==> config.mk <==
export PLATFORM = sky130hd
export DESIGN_NAME = tx_sched
export DESIGN_NICKNAME = d
export VERILOG_FILES = /design/src/rtl/tx_sched_pkg.sv /design/src/rtl/tx_sched_rr_arb.sv /design/src/rtl/tx_sched.sv
export SDC_FILE = /design/constraint.sdc
export NUM_CORES = 1
export LEC_CHECK = 0
export ABC_CLOCK_PERIOD_IN_PS = 4030
export BUFFER_PORTS_ARGS = -buffer_cell sky130_fd_sc_hd__buf_2
export CAP_MARGIN = 30
export CELL_PAD_IN_SITES_DETAIL_PLACEMENT = 1
export CELL_PAD_IN_SITES_GLOBAL_PLACEMENT = 1
export CORE_MARGIN = 5
export CORE_UTILIZATION = 47
export CTS_CLUSTER_SIZE = 28
export DETAILED_ROUTE_END_ITERATION = 12
export GPL_TIMING_DRIVEN = 0
export MAX_ROUTING_LAYER = met4
export PLACE_DENSITY = 0.81
export SLEW_MARGIN = 5
export SYNTH_ARGS = -nofsm -noshare
export SYNTH_HDL_FRONTEND = slang
export SYNTH_HIERARCHICAL = 1
export SYNTH_SLANG_ARGS = --single-unit
==> constraint.sdc <==
create_clock -name clk -period 4.03 [get_ports clk]
set_clock_uncertainty 0.15 [all_clocks]
set_input_delay 0.403 -clock clk [delete_from_list [all_inputs] [get_ports clk]]
set_output_delay 0.403 -clock clk [all_outputs]
set_load 0.005 [all_outputs]
==> src/rtl/tx_sched_pkg.sv <==
`default_nettype none
// ============================================================================
// Module      : tx_sched_pkg
// Description : Shared types and constants for the transmit scheduler:
//               FSM state encoding, mux source encodings and the bit
//               counter width helper.
// Revision    : 1.0 - initial release
// ============================================================================
package tx_sched_pkg;

    // Scheduler FSM states.
    typedef enum logic [2:0] {
        S_IDLE  = 3'd0,
        S_SEL   = 3'd1,
        S_LOAD  = 3'd2,
        S_SHIFT = 3'd3,
        S_DONE  = 3'd4
    } tx_state_t;

    // Source encodings double as the transmit-mux select values.
    localparam logic SRC_MEM = 1'b0;
    localparam logic SRC_CAT = 1'b1;

    // Bit counter width: wide enough to hold DATA_W (the frame length minus
    // one when a parity bit is appended).
    function automatic int tx_cnt_w(input int data_w);
        return $clog2(data_w + 1);
    endfunction

endpackage
`default_nettype wire

==> src/rtl/tx_sched_rr_arb.sv <==
`default_nettype none
// ============================================================================
// Module      : tx_rr_arb
// Description : Two-way round-robin arbiter between the concat and memory
//               sources. Grant is combinational from the requests and the
//               priority pointer; the pointer moves away from the granted
//               source only when i_update is strobed.
// Revision    : 1.0 - initial release
// ============================================================================
module tx_rr_arb
    import tx_sched_pkg::*;
(
    input  logic clk,
    input  logic rst_n,
    input  logic i_req_cat,
    input  logic i_req_mem,
    input  logic i_update,
    output logic o_grant,
    output logic o_grant_valid
);

    // 1: concat wins a tie, 0: memory wins a tie.
    logic r_prio_cat;

    // Grant selection: a lone request always wins, a tie follows the pointer.
    always_comb begin
        o_grant_valid = i_req_cat | i_req_mem;
        o_grant       = SRC_MEM;
        if (i_req_cat && i_req_mem) begin
            o_grant = r_prio_cat ? SRC_CAT : SRC_MEM;
        end else if (i_req_cat) begin
            o_grant = SRC_CAT;
        end
    end

    // Pointer register: favour the other source after a completed grant.
    always_ff @(posedge clk or negedge rst_n) begin
        if (!rst_n) begin
            r_prio_cat <= 1'b1;
        end else if (i_update && o_grant_valid) begin
            r_prio_cat <= (o_grant == SRC_MEM);
        end
    end

endmodule
`default_nettype wire

==> src/rtl/tx_sched.sv <==
`default_nettype none
// ============================================================================
// Module      : tx_sched
// Description : Transmit scheduler. Round-robin arbitrates the concat and
//               memory word sources, drives the transmit mux select, captures
//               the mux output and shifts it out LSB-first with a framing
//               strobe and a done pulse.
//               Optional feature macro: TX_SCHED_PARITY_EN appends an
//               even-parity bit after the MSB (frame length DATA_W+1).
// Revision    : 1.0 - initial release
// ============================================================================
module tx_sched
    import tx_sched_pkg::*;
#(
    parameter int DATA_W = 32
) (
    input  logic              clk,
    input  logic              rst_n,
    input  logic              i_cat_req,
    output logic              o_cat_ack,
    input  logic              i_mem_req,
    output logic              o_mem_ack,
    output logic              o_ctrl_mode,
    input  logic [DATA_W-1:0] i_tx_din,
    output logic              o_tx_sdo,
    output logic              o_tx_frame,
    output logic              o_tx_done,
    output logic              o_tx_busy
);

`ifdef TX_SCHED_PARITY_EN
    localparam int FRAME_W = DATA_W + 1;
`else
    localparam int FRAME_W = DATA_W;
`endif
    localparam int             CNT_W    = tx_cnt_w(DATA_W);
    localparam logic [CNT_W-1:0] CNT_LAST = CNT_W'(FRAME_W - 1);
    localparam logic [CNT_W-1:0] CNT_ZERO = '0;
    localparam logic [CNT_W-1:0] CNT_ONE  = CNT_W'(1);

    tx_state_t          r_state;
    tx_state_t          w_next;

    logic               r_mode;
    logic               r_cat_ack;
    logic               r_mem_ack;
    logic               r_sdo;
    logic               r_frame;
    logic               r_done;
    logic               r_busy;
    logic [FRAME_W-1:0] r_sr;
    logic [CNT_W-1:0]   r_cnt;

    logic [FRAME_W-1:0] w_frame_data;
    logic               w_arb_cat;
    logic               w_arb_mem;
    logic               w_gnt;
    logic               w_gnt_vld;
    logic               w_req_granted;
    logic               w_arb_update;

    // Word as it will appear on the line, parity bit on top when enabled.
`ifdef TX_SCHED_PARITY_EN
    assign w_frame_data = {^i_tx_din, i_tx_din};
`else
    assign w_frame_data = i_tx_din;
`endif

    // Outside IDLE the arbiter only sees the source already granted, so the
    // pointer update in LOAD always follows the word actually captured even
    // if the other source raises its request meanwhile.
    assign w_arb_cat     = (r_state == S_IDLE) ? i_cat_req : (r_mode == SRC_CAT);
    assign w_arb_mem     = (r_state == S_IDLE) ? i_mem_req : (r_mode == SRC_MEM);
    assign w_arb_update  = (r_state == S_LOAD);
    assign w_req_granted = (r_mode == SRC_CAT) ? i_cat_req : i_mem_req;

    tx_rr_arb u_arb (
        .clk           (clk),
        .rst_n         (rst_n),
        .i_req_cat     (w_arb_cat),
        .i_req_mem     (w_arb_mem),
        .i_update      (w_arb_update),
        .o_grant       (w_gnt),
        .o_grant_valid (w_gnt_vld)
    );

    // State register.
    always_ff @(posedge clk or negedge rst_n) begin
        if (!rst_n) begin
            r_state <= S_IDLE;
        end else begin
            r_state <= w_next;
        end
    end

    // Next-state logic.
    always_comb begin
        w_next = r_state;
        case (r_state)
            S_IDLE:  if (w_gnt_vld) w_next = S_SEL;
            S_SEL:   w_next = w_req_granted ? S_LOAD : S_IDLE;
            S_LOAD:  w_next = S_SHIFT;
            S_SHIFT: if (r_cnt == CNT_ZERO) w_next = S_DONE;
            S_DONE:  w_next = S_IDLE;
            default: w_next = S_IDLE;
        endcase
    end

    // Registered outputs and datapath: mux select, capture, shifter, strobes.
    always_ff @(posedge clk or negedge rst_n) begin
        if (!rst_n) begin
            r_mode    <= SRC_MEM;
            r_cat_ack <= 1'b0;
            r_mem_ack <= 1'b0;
            r_sdo     <= 1'b0;
            r_frame   <= 1'b0;
            r_done    <= 1'b0;
            r_busy    <= 1'b0;
            r_sr      <= '0;
            r_cnt     <= CNT_ZERO;
        end else begin
            r_cat_ack <= 1'b0;
            r_mem_ack <= 1'b0;
            r_done    <= 1'b0;
            r_busy    <= (w_next != S_IDLE);
            case (r_state)
                S_IDLE: begin
                    if (w_gnt_vld) begin
                        r_mode <= w_gnt;
                    end
                end
                S_LOAD: begin
                    // Bit 0 goes straight to the line; the rest wait in r_sr.
                    r_sdo     <= w_frame_data[0];
                    r_sr      <= {1'b0, w_frame_data[FRAME_W-1:1]};
                    r_frame   <= 1'b1;
                    r_cnt     <= CNT_LAST;
                    r_cat_ack <= (r_mode == SRC_CAT);
                    r_mem_ack <= (r_mode == SRC_MEM);
                end
                S_SHIFT: begin
                    if (r_cnt != CNT_ZERO) begin
                        r_sdo <= r_sr[0];
                        r_sr  <= {1'b0, r_sr[FRAME_W-1:1]};
                        r_cnt <= r_cnt - CNT_ONE;
                    end else begin
                        r_sdo   <= 1'b0;
                        r_frame <= 1'b0;
                        r_done  <= 1'b1;
                    end
                end
                default: begin
                end
            endcase
        end
    end

    assign o_ctrl_mode = r_mode;
    assign o_cat_ack   = r_cat_ack;
    assign o_mem_ack   = r_mem_ack;
    assign o_tx_sdo    = r_sdo;
    assign o_tx_frame  = r_frame;
    assign o_tx_done   = r_done;
    assign o_tx_busy   = r_busy;

endmodule
`default_nettype wire

---- After elaboration in Yosys (flattened, before gate mapping) ----
Cells that the tools add are included.
word-level totals
  register bits after elaboration ......... 49
  input bits .............................. 36
  word-level logic and storage cells ...... 52
cells by class
  add/sub/neg operators ................... 1
  equal/unequal tests ..................... 5
  multiplexer cells ....................... 22
  bitwise operators ....................... 3
  reductions and logical operators ........ 10
operator list
  cell                                               number
  one-hot mux 32 bit (2 select lines)                1
  two-way mux 32 bit                                 1
  two-way mux 1 bit                                  12
  one-hot mux 3 bit (4 select lines)                 1
  one-hot mux 6 bit (2 select lines)                 1
  == test 3 x 2 -> 1 bit (second input constant)     2
  zero test 6 bit                                    1
  two-way mux 3 bit                                  2
  two-way mux 6 bit                                  1
  AND reduction 2 bit                                3
  nonzero test 6 bit                                 1
  subtractor 6 x 1 -> 6 bit (second input constant)  1
  != test 2 bit (second input constant)              2
  one-hot mux 1 bit (2 select lines)                 2
  == test 3 x 1 -> 1 bit (second input constant)     1
  zero test 3 bit                                    1
  nonzero test 3 bit                                 1
  logical AND 1 bit                                  2
  two-way mux 2 bit                                  1
  NOT 1 bit                                          2
  nonzero test 2 bit                                 1
  OR 1 bit                                           1

---- Longest topological paths before layout ----
  depth after elaboration ................. 6
  depth in mapped cells ................... 7
  gate-level depth less buffers ........... 5

---- Modules after synthesis ----
Netlist, hierarchy kept.
by module, submodules not included
  module     times used  cells an instance  area an instance (sq um)  seq. area each (sq um)
  tx_sched   1           295                2816.5                    1176.1
  tx_rr_arb  1           6                  55.1                      26.3

---- Least setup slack after synthesis ----
OpenSTA, ideal clock, no wires.
  path type ............................... register to register
  from .................................... reg r_state[0]
  to ...................................... reg r_mode, in the netlist o_ctrl_mode
  library setup time ...................... 125 ps
  arrival time ............................ 1721 ps
  path slack .............................. 2035 ps
  cell stages (with the launch flop) ...... 6
  buffers on the path ..................... 0
  clock period less this slack ............ 1995 ps
  path through ............................ dfrtp_1 > nor3_1 > mux2_2 > or2_1 > nand2_1 > mux2_2
between the ends
  word-level cells in the longest chain between the ends .. 4
  elaborated cells between the ends (all ways) .. 8
ends and longest elaborated chain
  what                           line                   source
  start: declaration             tx_sched.sv:41         tx_state_t r_state;
  start signal: assignment       tx_sched.sv:92         r_state <= w_next;
  zero test 3 bit                tx_sched.sv:72         assign w_arb_cat = (r_state == S_IDLE) ? i_cat_req : (r_mode == SRC_CAT);
  two-way mux 1 bit              tx_sched.sv:72
  via w_arb_cat                  tx_sched.sv:55         logic w_arb_cat;
  OR 1 bit                       tx_sched_rr_arb.sv:27  o_grant_valid = i_req_cat | i_req_mem;
  via w_gnt_vld                  tx_sched.sv:58         logic w_gnt_vld;
  AND reduction 2 bit (no line)  --
  end signal: assignment         tx_sched.sv:129        r_mode <= w_gnt;
  end: declaration               tx_sched.sv:44         logic r_mode;
The timed path passes the listed nets, and every way through them passes these cells.
A chain may end at the register's enable or synchronous reset.

---- Worst setup path after layout ----
  from .................................... reg r_cnt[0]
  to ...................................... reg r_sr[26]
between the ends
  word-level cells in the longest chain between the ends .. 3
ends and longest elaborated chain
  what                           line             source
  start: declaration             tx_sched.sv:52   logic [CNT_W-1:0] r_cnt;
  start signal: assignment       tx_sched.sv:145  r_cnt <= r_cnt - CNT_ONE;
  nonzero test 6 bit             tx_sched.sv:142  if (r_cnt != CNT_ZERO) begin
  != test 2 bit (no line)        --
  AND reduction 2 bit (no line)  --
  end signal: assignment         tx_sched.sv:135  r_sr <= {1'b0, w_frame_data[FRAME_W-1:1]};
  end signal: assignment         tx_sched.sv:144  r_sr <= {1'b0, r_sr[FRAME_W-1:1]};
  end: declaration               tx_sched.sv:51   logic [FRAME_W-1:0] r_sr;
No other way between the ends.

==> impl_metrics.toml <==
[run_status]
run_status = "finished, final reports clean"

[power_and_ir_drop]
powerDensity_mw_per_mm2 = 746
finalPower_mw = 2.48
power.leakage_nw = 1.44
peakVddDrop_uv = 287

[global_routing]
grt_usage = 0.249
grt_overflow = 0
grt_max_degree = 31
grt_antenna_before_repair = 0
grt-busiest-layer = "met2"
grt_pass1_wl_um = 14800
met1_usage = 0.337
use_met3 = 0.0339
grt_pass1_vias = 2928
met2_usage = 0.393

[placement]
postPlaceCellArea_mm2 = 0.00320
io_buffers = 42
place_inst = 419
post-place-ws_ns = 1.82
hpwl_um = 6080
routabilityCongestion = 0.799

[timing]
worstMarginPinSlew_ns = 0.668
fin_ws_ns = 1.76
min_period_ns = 2.27
period_share = 0.562
rsz0062_at_grt = "no"
relSlewSlack = 0.553
finalSetupViolCount = 0
fmax_mhz = 441
slew_viol_final = 0
hold_viol_final = 0
setup_tns_ns = 0

[worst_setup_path]
path_buf_inv = 2
cp-endpoint = "r_sr[26]"
worstRegToRegCells = 6
required_ns = 4.13
path_class = "flop to flop"
r2r_end = "r_sr[26]"
cpPeakStageDelay_ns = 0.49
startpoint_type = "flop"
ff2ff_setup_slack_ns = 1.76
crit_start = "r_cnt[0]"
worst-path-stages = 6
rr_startpoint = "r_cnt[0]"
slowest_stage = "nor3b_2"
crit_family = "simple AND/OR/NAND/NOR gates"
end_kind = "flop"
crit_chain = "inv_1, ha_1, nor3b_2, clkbuf_1, nand4_1, nand3_1"
arrival_ns = 2.37
critPathMaxFanout = 10

[clock_network]
clk_latency_ns = 0.31
hold_buffers = 1
clk_pin_slew_ns = 0.09
root_buffer = "clkbuf_8"
htree_num_levels = 2
post_cts_buffers = 0
cts_buffers = 5
post_cts_resized = 0
cts_tree = "yes"
clkSinkCount = 48
cts_buffer_depth = 2

[floorplan]
coreArea_mm2 = 0.00592
ioPinCount = 43
num_rows = 28
dieArea_mm2 = 0.00777
fp.dieH_um = 88.2
die_w_um = 88.2
start_util = 0.485

[logic_synthesis]
synth_nets = 338
synthFlopType = "dfrtp_1"
synth_edf_count = 0
synth.area.top_cells = "dfrtp_1, nor4bb_1, o2111ai_1"
syn_avg_cell_area_um2 = 9.54
netlist_area_mm2 = 0.00287
yosys_warnings = 6
yosys.area.top_type_share = 0.410
ys_types = 45
synth-async-reset-ratio = 1.00
ys_seq_area_frac = 0.419
yosysTopAreaCell = "dfrtp_1"
netlist_instances = 301
synth-seq-cells = 48

[finish]
area_growth_pct = 16.0
fin_nets = 389
layout_common_cells = "buf_2, dfrtp_1, a21oi_1, nand3_1, nand4_1"
stdcell_area_mm2 = 0.00333
final_cells = 428
n_antenna_cell = 0
layout_commonest_cell = "buf_2"
drive_gt1_frac = 0.204

[hold_path]
hp-class = "input pin to flop"

[drt]
drc = 0
drt_wl_total_um = 8900
drtIter0Drc = 156
ant_nets = 0
dr.pass1.iters = 4
vias_per_cell = 6.59
dr_total_vias = 2821
routedWlPerCell_um = 20.8

[run]
max-cap-violations = 0
## cell type report
cell class | instances | area, um^2
Tap cell | 75 | 93.8
Sequential cell | 48 | 1200
Inverter | 6 | 22.5
Multi-Input combinational cell | 208 | 1460
Buffer | 39 | 185
Clock buffer | 7 | 96.3
Clock inverter | 1 | 30.0
Fill cell | 692 | 2590
Timing Repair Buffer | 44 | 240
## registers in the layout (all words and copies together) (netlist names)
| signal | flops |
|---|---|
| r_sr | 31 |
| r_cnt | 6 |
| r_state | 3 |
| o_cat_ack | 1 |
| o_ctrl_mode | 1 |
| o_mem_ack | 1 |
| o_tx_busy | 1 |
| o_tx_done | 1 |
| o_tx_frame | 1 |
| o_tx_sdo | 1 |
| u_arb/r_prio_cat | 1 |
## power by group
part           internal [mW]  switching (mW)  leakage [nW]
Clock                  0.219           0.182        0.0645
Combinational          0.457           0.780         0.778
Sequential             0.678           0.167         0.600
## kinds of logic (layout without fill, tap and decap cells)
family | Yosys count | count (layout) | share of synthesized area
DFF | 48 | 48 | 0.419
AOI/OAI and AO/OA | 86 | 86 | 0.213
adders and majority gates | 1 | 1 | 0.00436
muxes | 4 | 4 | 0.0152
and+or+nand+nor | 117 | 117 | 0.276
buffers and inverters | 45 | 97 | 0.0723
## per-stage QoR
| step | hold WS (ns) | util |
|---|---|---|
| after floorplan | -0.0426 | - |
| after global placement | 0.339 | 0.536 |
| after detailed placement | 0.246 | 0.540 |
| after CTS | 0.180 | 0.563 |
| after global routing | 0.180 | 0.563 |
| final | 0.179 | 0.563 |
## synthesized netlist by cell type (2+ instances only)
| master | instances |
|---|---|
| clkbuf_1 | 27 |
| nor4bb_1 | 28 |
| nand2b_1 | 2 |
| o21ai_1 | 2 |
| or3b_1 | 2 |
| buf_6 | 4 |
| buf_2 | 7 |
| mux2_2 | 3 |
| nand4_1 | 29 |
| nand3_1 | 30 |
| a22o_1 | 2 |
| or2_1 | 2 |
| a21oi_1 | 36 |
| inv_1 | 5 |
| nor4_2 | 2 |
| nor2_1 | 5 |
| o2111ai_1 | 28 |
| nor3_1 | 4 |
| dfrtp_1 | 47 |
| a2111oi_0 | 3 |
| o22ai_1 | 2 |
| nand2_1 | 6 |
| a311oi_1 | 2 |
| nor4_1 | 2 |
## how the worst min path moves through the flow
stage / startpoint / to / slack, ns / cells past startpoint
6_report: i_tx_din[31] / r_sr[30] / 0.18 / 2
5_1_grt: i_tx_din[31] / r_sr[30] / 0.18 / 2
4_1_cts: i_tx_din[31] / r_sr[30] / 0.18 / 2
3_5_place_dp: rst_n / r_sr[12] / 0.25 / 1
3_3_place_gp: o_tx_frame / o_tx_frame / 0.34 / 2
2_1_floorplan: rst_n / o_cat_ack / -0.04 / 0
## layer usage
layer  share of wire  vias up  wire length, um
met4           0.011        0               97
li1                -     1306                -
met2            0.49       72             4330
met3           0.039        9              346
met1            0.46     1434             4120
met5               0        -                0
Note: power is estimated with default switching activity, not from simulation.
